===== src/rtl/axis_pkt_builder.sv =====
// AXI-Stream packet builder: emits a length header beat followed by the
// payload beats, generating tlast/tkeep from the descriptor length.
module axis_pkt_builder #(
  parameter int TDATA_WIDTH    = 64,
  parameter int MAX_PKT_LENGTH = 16
) (
  input  logic                        aclk,
  input  logic                        aresetn,
  input  logic [MAX_PKT_LENGTH-1:0]   desc_len,
  input  logic                        desc_valid,
  output logic                        desc_ready,
  input  logic [TDATA_WIDTH-1:0]      s_tdata,
  input  logic                        s_tlast,
  input  logic                        s_tvalid,
  output logic                        s_tready,
  output logic [TDATA_WIDTH-1:0]      m_tdata,
  output logic [TDATA_WIDTH/8-1:0]    m_tkeep,
  output logic                        m_tlast,
  output logic                        m_tvalid,
  input  logic                        m_tready,
  output logic                        pkt_done,
  output logic                        len_err
);

  localparam int BYTES = TDATA_WIDTH / 8;

  typedef enum logic [1:0] {
    IDLE      = 2'd0,
    HDR       = 2'd1,
    PAY       = 2'd2,
    WAIT_LAST = 2'd3
  } state_t;

  state_t                     state, state_nx;
  logic                       armed;
  logic [MAX_PKT_LENGTH-1:0]  len_q;
  logic [MAX_PKT_LENGTH-1:0]  beats_q;
  logic [BYTES-1:0]           keep_q;
  logic                       load_ok;
  logic                       desc_acc;
  logic                       hdr_ld;
  logic                       pay_ld;
  logic                       bubble;
  logic                       done;

  // Number of payload beats: ceil(len/BYTES), computed wide so len+BYTES-1 cannot wrap.
  function automatic logic [MAX_PKT_LENGTH-1:0] calc_beats(input logic [MAX_PKT_LENGTH-1:0] len);
    int sum;
    sum = int'(len) + BYTES - 1;
    return MAX_PKT_LENGTH'(sum / BYTES);
  endfunction

  // Byte enables of the final payload beat; a length that fills the beat keeps all bytes.
  function automatic logic [BYTES-1:0] calc_keep(input logic [MAX_PKT_LENGTH-1:0] len);
    int               rem;
    logic [BYTES-1:0] k;
    rem = int'(len) % BYTES;
    for (int i = 0; i < BYTES; i++) begin
      k[i] = (rem == 0) || (i < rem);
    end
    return k;
  endfunction

  // Header beat: length in the low bits, everything above is zero.
  function automatic logic [TDATA_WIDTH-1:0] build_hdr(input logic [MAX_PKT_LENGTH-1:0] len);
    logic [TDATA_WIDTH-1:0] h;
    h = '0;
    h[MAX_PKT_LENGTH-1:0] = len;
    return h;
  endfunction

  // The output stage can take a new beat when empty or being drained this cycle.
  assign load_ok = !m_tvalid || m_tready;

  // State register; armed keeps desc_ready low in the first cycle out of reset.
  always_ff @(posedge aclk) begin
    if (!aresetn) begin
      state <= IDLE;
      armed <= 1'b0;
    end else begin
      state <= state_nx;
      armed <= 1'b1;
    end
  end

  // Next-state logic and per-cycle strobes for the datapath.
  always_comb begin
    state_nx   = state;
    desc_ready = 1'b0;
    s_tready   = 1'b0;
    desc_acc   = 1'b0;
    hdr_ld     = 1'b0;
    pay_ld     = 1'b0;
    bubble     = 1'b0;
    done       = 1'b0;
    case (state)
      IDLE: begin
        desc_ready = armed;
        if (armed && desc_valid) begin
          desc_acc = 1'b1;
          state_nx = HDR;
        end
      end
      HDR: begin
        if (load_ok) begin
          hdr_ld   = 1'b1;
          state_nx = (beats_q != '0) ? PAY : WAIT_LAST;
        end
      end
      PAY: begin
        s_tready = load_ok;
        if (load_ok) begin
          if (s_tvalid) begin
            pay_ld = 1'b1;
            if (beats_q == MAX_PKT_LENGTH'(1)) state_nx = WAIT_LAST;
          end else begin
            bubble = 1'b1;
          end
        end
      end
      WAIT_LAST: begin
        if (m_tvalid && m_tready && m_tlast) begin
          done     = 1'b1;
          state_nx = IDLE;
        end
      end
      default: state_nx = IDLE;
    endcase
  end

  // Descriptor capture and remaining-beat counter.
  always_ff @(posedge aclk) begin
    if (!aresetn) begin
      len_q   <= '0;
      beats_q <= '0;
      keep_q  <= '0;
    end else if (desc_acc) begin
      len_q   <= desc_len;
      beats_q <= calc_beats(desc_len);
      keep_q  <= calc_keep(desc_len);
    end else if (pay_ld) begin
      beats_q <= beats_q - MAX_PKT_LENGTH'(1);
    end
  end

  // Output register stage plus completion and length-check pulses.
  always_ff @(posedge aclk) begin
    if (!aresetn) begin
      m_tdata  <= '0;
      m_tkeep  <= '0;
      m_tlast  <= 1'b0;
      m_tvalid <= 1'b0;
      pkt_done <= 1'b0;
      len_err  <= 1'b0;
    end else begin
      pkt_done <= done;
      len_err  <= pay_ld && (s_tlast != (beats_q == MAX_PKT_LENGTH'(1)));
      if (hdr_ld) begin
        m_tdata  <= build_hdr(len_q);
        m_tkeep  <= '1;
        m_tlast  <= (len_q == '0);
        m_tvalid <= 1'b1;
      end else if (pay_ld) begin
        m_tdata  <= s_tdata;
        m_tvalid <= 1'b1;
        if (beats_q == MAX_PKT_LENGTH'(1)) begin
          m_tlast <= 1'b1;
          m_tkeep <= keep_q;
        end else begin
          m_tlast <= 1'b0;
          m_tkeep <= '1;
        end
      end else if (bubble || done) begin
        m_tvalid <= 1'b0;
      end
    end
  end

endmodule


===== config.mk =====
export PLATFORM = sky130hd
export DESIGN_NAME = axis_pkt_builder
export DESIGN_NICKNAME = d
export VERILOG_FILES = /design/src/rtl/axis_pkt_builder.sv
export SDC_FILE = /design/constraint.sdc
export NUM_CORES = 1
export LEC_CHECK = 0
export ABC_AREA = 1
export CAP_MARGIN = 0
export CORE_MARGIN = 2
export CORE_UTILIZATION = 33
export CTS_CLUSTER_SIZE = 16
export DETAILED_ROUTE_END_ITERATION = 12
export HOLD_SLACK_MARGIN = 0.05
export PLACE_DENSITY = 0.64
export SLEW_MARGIN = 0
export SYNTH_ARGS = -nofsm -noshare
export SYNTH_HDL_FRONTEND = slang
export SYNTH_SLANG_ARGS = --single-unit

===== constraint.sdc =====
create_clock -name aclk -period 2.4 [get_ports aclk]
set_clock_uncertainty 0.1 [all_clocks]
set_input_delay 0.72 -clock aclk [delete_from_list [all_inputs] [get_ports aclk]]
set_output_delay 0.72 -clock aclk [all_outputs]
set_load 0.02 [all_outputs]

# Word-level counts from Yosys, hierarchy flattened
# Cells that the tools add are included.
[word_totals] register_bits=119 in_bits=86 out_inout_bits=78 elab_cells=98
[classes] n_addsub=4 order_cmp=8 eq_ne=11 mux=36 bitwise_logic=2 n_reduce_logical=25
[ops] operator="$mux W16" count=4
[ops] operator="$logic_not A32 Y1" count=1
[ops] operator="$mux W8" count=3
[ops] operator="$mux W1" count=22
[ops] operator="$sub A17 B1 Y18 const B" count=1
[ops] operator="$add A16 B4 Y17 const B" count=1
[ops] operator="$add A16 B1 Y16" count=1
[ops] operator="$eq A16 B1 Y1 const B" count=1
[ops] operator="$logic_not A16 Y1" count=1
[ops] operator="$reduce_bool A16 Y1" count=1
[ops] operator="$sub A16 B1 Y16 const B" count=1
[ops] operator="$lt A3 B3 Y1 const A" count=4
[ops] operator="$mux W2" count=6
[ops] operator="$ne A2 B2 Y1 const B" count=6
[ops] operator="$logic_or A1 B1 Y1" count=10
[ops] operator="$pmux W2 S4" count=1
[ops] operator="$lt A1 B3 Y1 const A" count=2
[ops] operator="$lt A2 B3 Y1 const A" count=2
[ops] operator="$reduce_and A6 Y1" count=1
[ops] operator="$eq A2 B2 Y1 const B" count=2
[ops] operator="$logic_and A1 B1 Y1" count=4
[ops] operator="$reduce_bool A2 Y1" count=2
[ops] operator="$reduce_bool A3 Y1" count=1
[ops] operator="$reduce_or A3 Y1" count=1
[ops] operator="other kinds (7)" count=7

# Depth between registers and ports, before layout
[logic_depth] depth_word=8 mapped_depth=11 mapped_depth_nobuf=10

# Worst setup path after synthesis
# Ideal clock, no wire load.
[synth_timing] kind="input-to-output" startpoint="input m_tready" endpoint="output s_tready" arrival_time_ns=1.037 required_ns=1.580 setup_slack_ns=0.543 path_stages=2 path_buffers=0 path_cell_list="nor2_1 nor2_1"
[synth_between] elab_chain_len=2
[synth_rtl] item="start, declared" line_no="20" rtl="input logic m_tready,"
[synth_rtl] item="$logic_or A1 B1 Y1" line_no="73" rtl="assign load_ok = !m_tvalid || m_tready;"
[synth_rtl] item="$mux W1" line_no="96" rtl="case (state)"
[synth_rtl] item="end, declared" line_no="15" rtl="output logic s_tready,"
# No other way between the ends.

# Final worst setup path
[layout_timing] startpoint="register m_tvalid" endpoint="output m_tvalid"
[layout_lines] item="start, declared" line_no="19" rtl="output logic m_tvalid,"
[layout_lines] item="start signal, assigned" line_no="152" rtl="m_tvalid <= 1'b0;"
[layout_lines] item="start signal, assigned" line_no="162" rtl="m_tvalid <= 1'b1;"
[layout_lines] item="start signal, assigned" line_no="165" rtl="m_tvalid <= 1'b1;"
# No word-level cell between the ends.

==> out/summary.txt <==
Half-perimeter wire length after placement: 12000 µm
Max-slew headroom at the worst pin: 72.9%
Element type at the critical path end: output pin
Number of port buffers: 163
# diodes: 0
Portion of the post-synthesis area used by sequential elements: 42.7%
Top cell family by delay on the critical path: buffers and inverters
Met2 Resource Use GR: 31.6%
Met3 track demand over resource in global routing: 3.85%
Highest clock frequency the design can meet: 0.428 GHz
Library cell used as clock root buffer: sky130_fd_sc_hd__clkbuf_16
Setup repair after global routing missed its margin: false
Initial core utilization: 33.7%
FILL cells: 1652
Number of antenna violations at the first check in global routing: 0
H-tree Lvls: 4
Final core utilization: 49.0%
Fin Setup TNS: 0 ps
Data arrival, critical path: 1520 ps
Setup repair bufs after CTS: 0
FF-to-FF End: len_q[4]
Clock slew seen by the registers of the worst setup and hold paths: 50 ps
Overall die area: 0.0180 mm²
Post-Syn Area per Cell: 7.52 µm²
Total power after layout: 7.76 mW
# rows: 47
Status: finished, final reports clean
Netlist area before placement: 0.00558 mm²
Clock latency at the later pin of the worst-skew pair: 410 ps
Timing startpoint of the critical path: m_tvalid
Final net count: 1015
Top cell type's share of synthesized area: 42.7%
Worst path cell trace: clkdlybuf4s50_1
RR Startpoint: state[0]
Drt pass-1 iters: 5
Total number of vias: 5422
Number of max-cap violations: 0
Wirelength, routed: 16100 µm
Path class of the lowest-slack min-delay path: flip-flop to flip-flop
Crit path required time: 1580 ps
Top library cells by usage in the layout, fill and taps aside: 194 x sky130_fd_sc_hd__nand2_1, 161 x sky130_fd_sc_hd__clkdlybuf4s50_1, 117 x sky130_fd_sc_hd__dfxtp_1, 63 x sky130_fd_sc_hd__inv_1, 53 x sky130_fd_sc_hd__a21oi_1
Largest stage delay on the critical path: 650 ps
Clk buf depth: 2
Gate count of the mapped netlist: 741
YS warnings: 0
Cell area after layout: 0.00809 mm²
Share of layout cells above drive strength 1: 15.0%
Global route overflow: 0
FF+latch count, synth: 119
Number of different library cells in the post-synthesis netlist: 39
Setup violation total in the final timing report: 0
Area of the core: 0.0165 mm²
Post-layout minimum cycle time: 2340 ps
Number of buffers created by CTS: 17
Die Span Y: 134 µm
Worst path slowest cell: sky130_fd_sc_hd__clkdlybuf4s50_1
Area after detailed placement: 0.00753 mm²
Area growth from synthesis to layout: 45.2%
Leakage power summed over all cells: 3.07 nW
Minimum setup slack among reg-to-reg paths: 550 ps
Post-synthesis net count: 833
Count of boundary I/O pins: 164
Wire length of the first global-routing pass: 26000 µm
Hold Fails Final Rpt: 0
Via density per instance: 4.69
Part of the cycle the worst path needs: 97.3%
Critical path peak fanout: 6
Synth top area cells: sky130_fd_sc_hd__dfxtp_1 43%, sky130_fd_sc_hd__nand2_1 13%, sky130_fd_sc_hd__a21oi_1 4.8%
Buffers & Inverters on Critical Path: 1
Leading cell type in the layout, fill and taps excluded: sky130_fd_sc_hd__nand2_1
Detailed-route DRC error count: 0
Startpoint type of the worst setup path: flip-flop
Clock sink total: 119
Number of global-route vias before repair: 5240
Path depth of the worst reg2reg path: 9
Number of logic stages on the critical path including buffering: 1
Path type of the worst setup path: flip-flop to output pin
Number of pins exceeding their max-slew limit in the final report: 0
Peak supply drop: 0.612 mV
Largest net degree at the start of global routing: 37
Avg WL per Cell: 13.9 µm
Remaining antenna violation count: 0
Met1 Track Usage GR: 22.1%
TritonCTS clock tree: yes
Number of design-rule violations left by the first detailed-router iteration: 265
Library cell occupying the most area in the post-synthesis netlist: sky130_fd_sc_hd__dfxtp_1
Die span in x: 134 µm
Total global-route track usage: 18.2%
Highest-utilization routing layer at the global route stage: met2
Power Density: 959 mW/mm²
Critical Path End: m_tvalid
Routability cong.: 0.863
Transition time at the pin with the least slew margin: 406 ps
[worst min path at each step]
stage / startpoint / to / cells past startpoint
3_5_place_dp: m_tdata[61] / m_tdata[61] / 2
6_report: m_tdata[62] / m_tdata[62] / 2
4_1_cts: m_tdata[61] / m_tdata[61] / 2
5_1_grt: keep_q[3] / keep_q[3] / 2
3_3_place_gp: m_tdata[63] / m_tdata[63] / 2
2_1_floorplan: keep_q[0] / keep_q[0] / 2
[state kept, by name, summed over array words and instances, names as in the netlist]
register,cells
m_tdata,64
beats_q,16
len_q,16
keep_q,8
m_tkeep,8
state,2
armed,1
len_err,1
m_tlast,1
m_tvalid,1
pkt_done,1
[layer usage]
layer,part of all wire (%),vias up
met1,44,2513
met5,0,-
met3,4.2,15
met2,50,103
met4,1.5,0
li1,-,2791
[metrics by stage]
step,std cells,setup slack [ps],hold slack [ps]
2_1_floorplan,741,543,337
3_3_place_gp,1124,-358,351
3_5_place_dp,1124,-348,355
4_1_cts,1155,7.61,364
5_1_grt,1155,0.139,380
6_report,1155,64.7,362
[timing repair]
action | CTS | global route
setup endpoints to repair | 2 | 1
hold buffers | 0 | 0
cloned | 0 | 0
gates resized for setup | 5 | 2
[cell usage after synthesis]
cell                       count
sky130_fd_sc_hd__o211ai_1      1
sky130_fd_sc_hd__nand3_1      35
sky130_fd_sc_hd__ha_1          6
sky130_fd_sc_hd__and2_1        1
sky130_fd_sc_hd__nand3_2       1
sky130_fd_sc_hd__o21ai_0      40
sky130_fd_sc_hd__nand2_1     195
sky130_fd_sc_hd__dfxtp_1     119
sky130_fd_sc_hd__nand3_4       1
sky130_fd_sc_hd__inv_4         2
sky130_fd_sc_hd__a31oi_1      27
sky130_fd_sc_hd__clkbuf_1      6
sky130_fd_sc_hd__o21ai_1       4
sky130_fd_sc_hd__a21oi_1      53
sky130_fd_sc_hd__clkinv_4      1
sky130_fd_sc_hd__o22ai_1       7
sky130_fd_sc_hd__nand2_2      24
sky130_fd_sc_hd__xor2_1        3
sky130_fd_sc_hd__o221ai_1      1
sky130_fd_sc_hd__nor2_4        6
sky130_fd_sc_hd__buf_12        3
sky130_fd_sc_hd__buf_4        12
sky130_fd_sc_hd__buf_6         7
sky130_fd_sc_hd__a21oi_2      22
sky130_fd_sc_hd__nor2_1       50
sky130_fd_sc_hd__buf_2         9
sky130_fd_sc_hd__inv_2         1
sky130_fd_sc_hd__nor3_2        2
sky130_fd_sc_hd__nand3b_1      1
sky130_fd_sc_hd__inv_1        63
sky130_fd_sc_hd__nor4_1        1
sky130_fd_sc_hd__nor2_2        8
sky130_fd_sc_hd__or2_2         1
sky130_fd_sc_hd__o21bai_1      1
sky130_fd_sc_hd__nor3_1        8
sky130_fd_sc_hd__nand4_1      13
sky130_fd_sc_hd__nand2_4       4
sky130_fd_sc_hd__a221oi_1      1
sky130_fd_sc_hd__a21boi_0      1
[cells by family after synthesis]
group	synth area share (%)
compound gates	16.7
xor+xnor	0.471
fa+ha+maj	1.35
buf+inv	10.0
flops	42.7
simple gates	28.7
[report_power, final]
part	switching, mW	total [mW]	internal (mW)
registers	0.210	2.49	2.28
logic	1.68	2.81	1.13
clock network	0.884	2.46	1.57
total	2.78	7.76	4.99
[area by class of cell]
cell class / instances / area, µm² / area share, %
Multi-Input combinational cell: 518 / 2640 / 32.6
Sequential cell: 119 / 2380 / 29.5
Timing Repair Buffer: 200 / 1970 / 24.3
Clock buffer: 24 / 472 / 5.83
Tap cell: 220 / 275 / 3.40
Inverter: 67 / 262 / 3.23
Clock inverter: 7 / 96.3 / 1.19
Power figures use the tool's default switching activity.
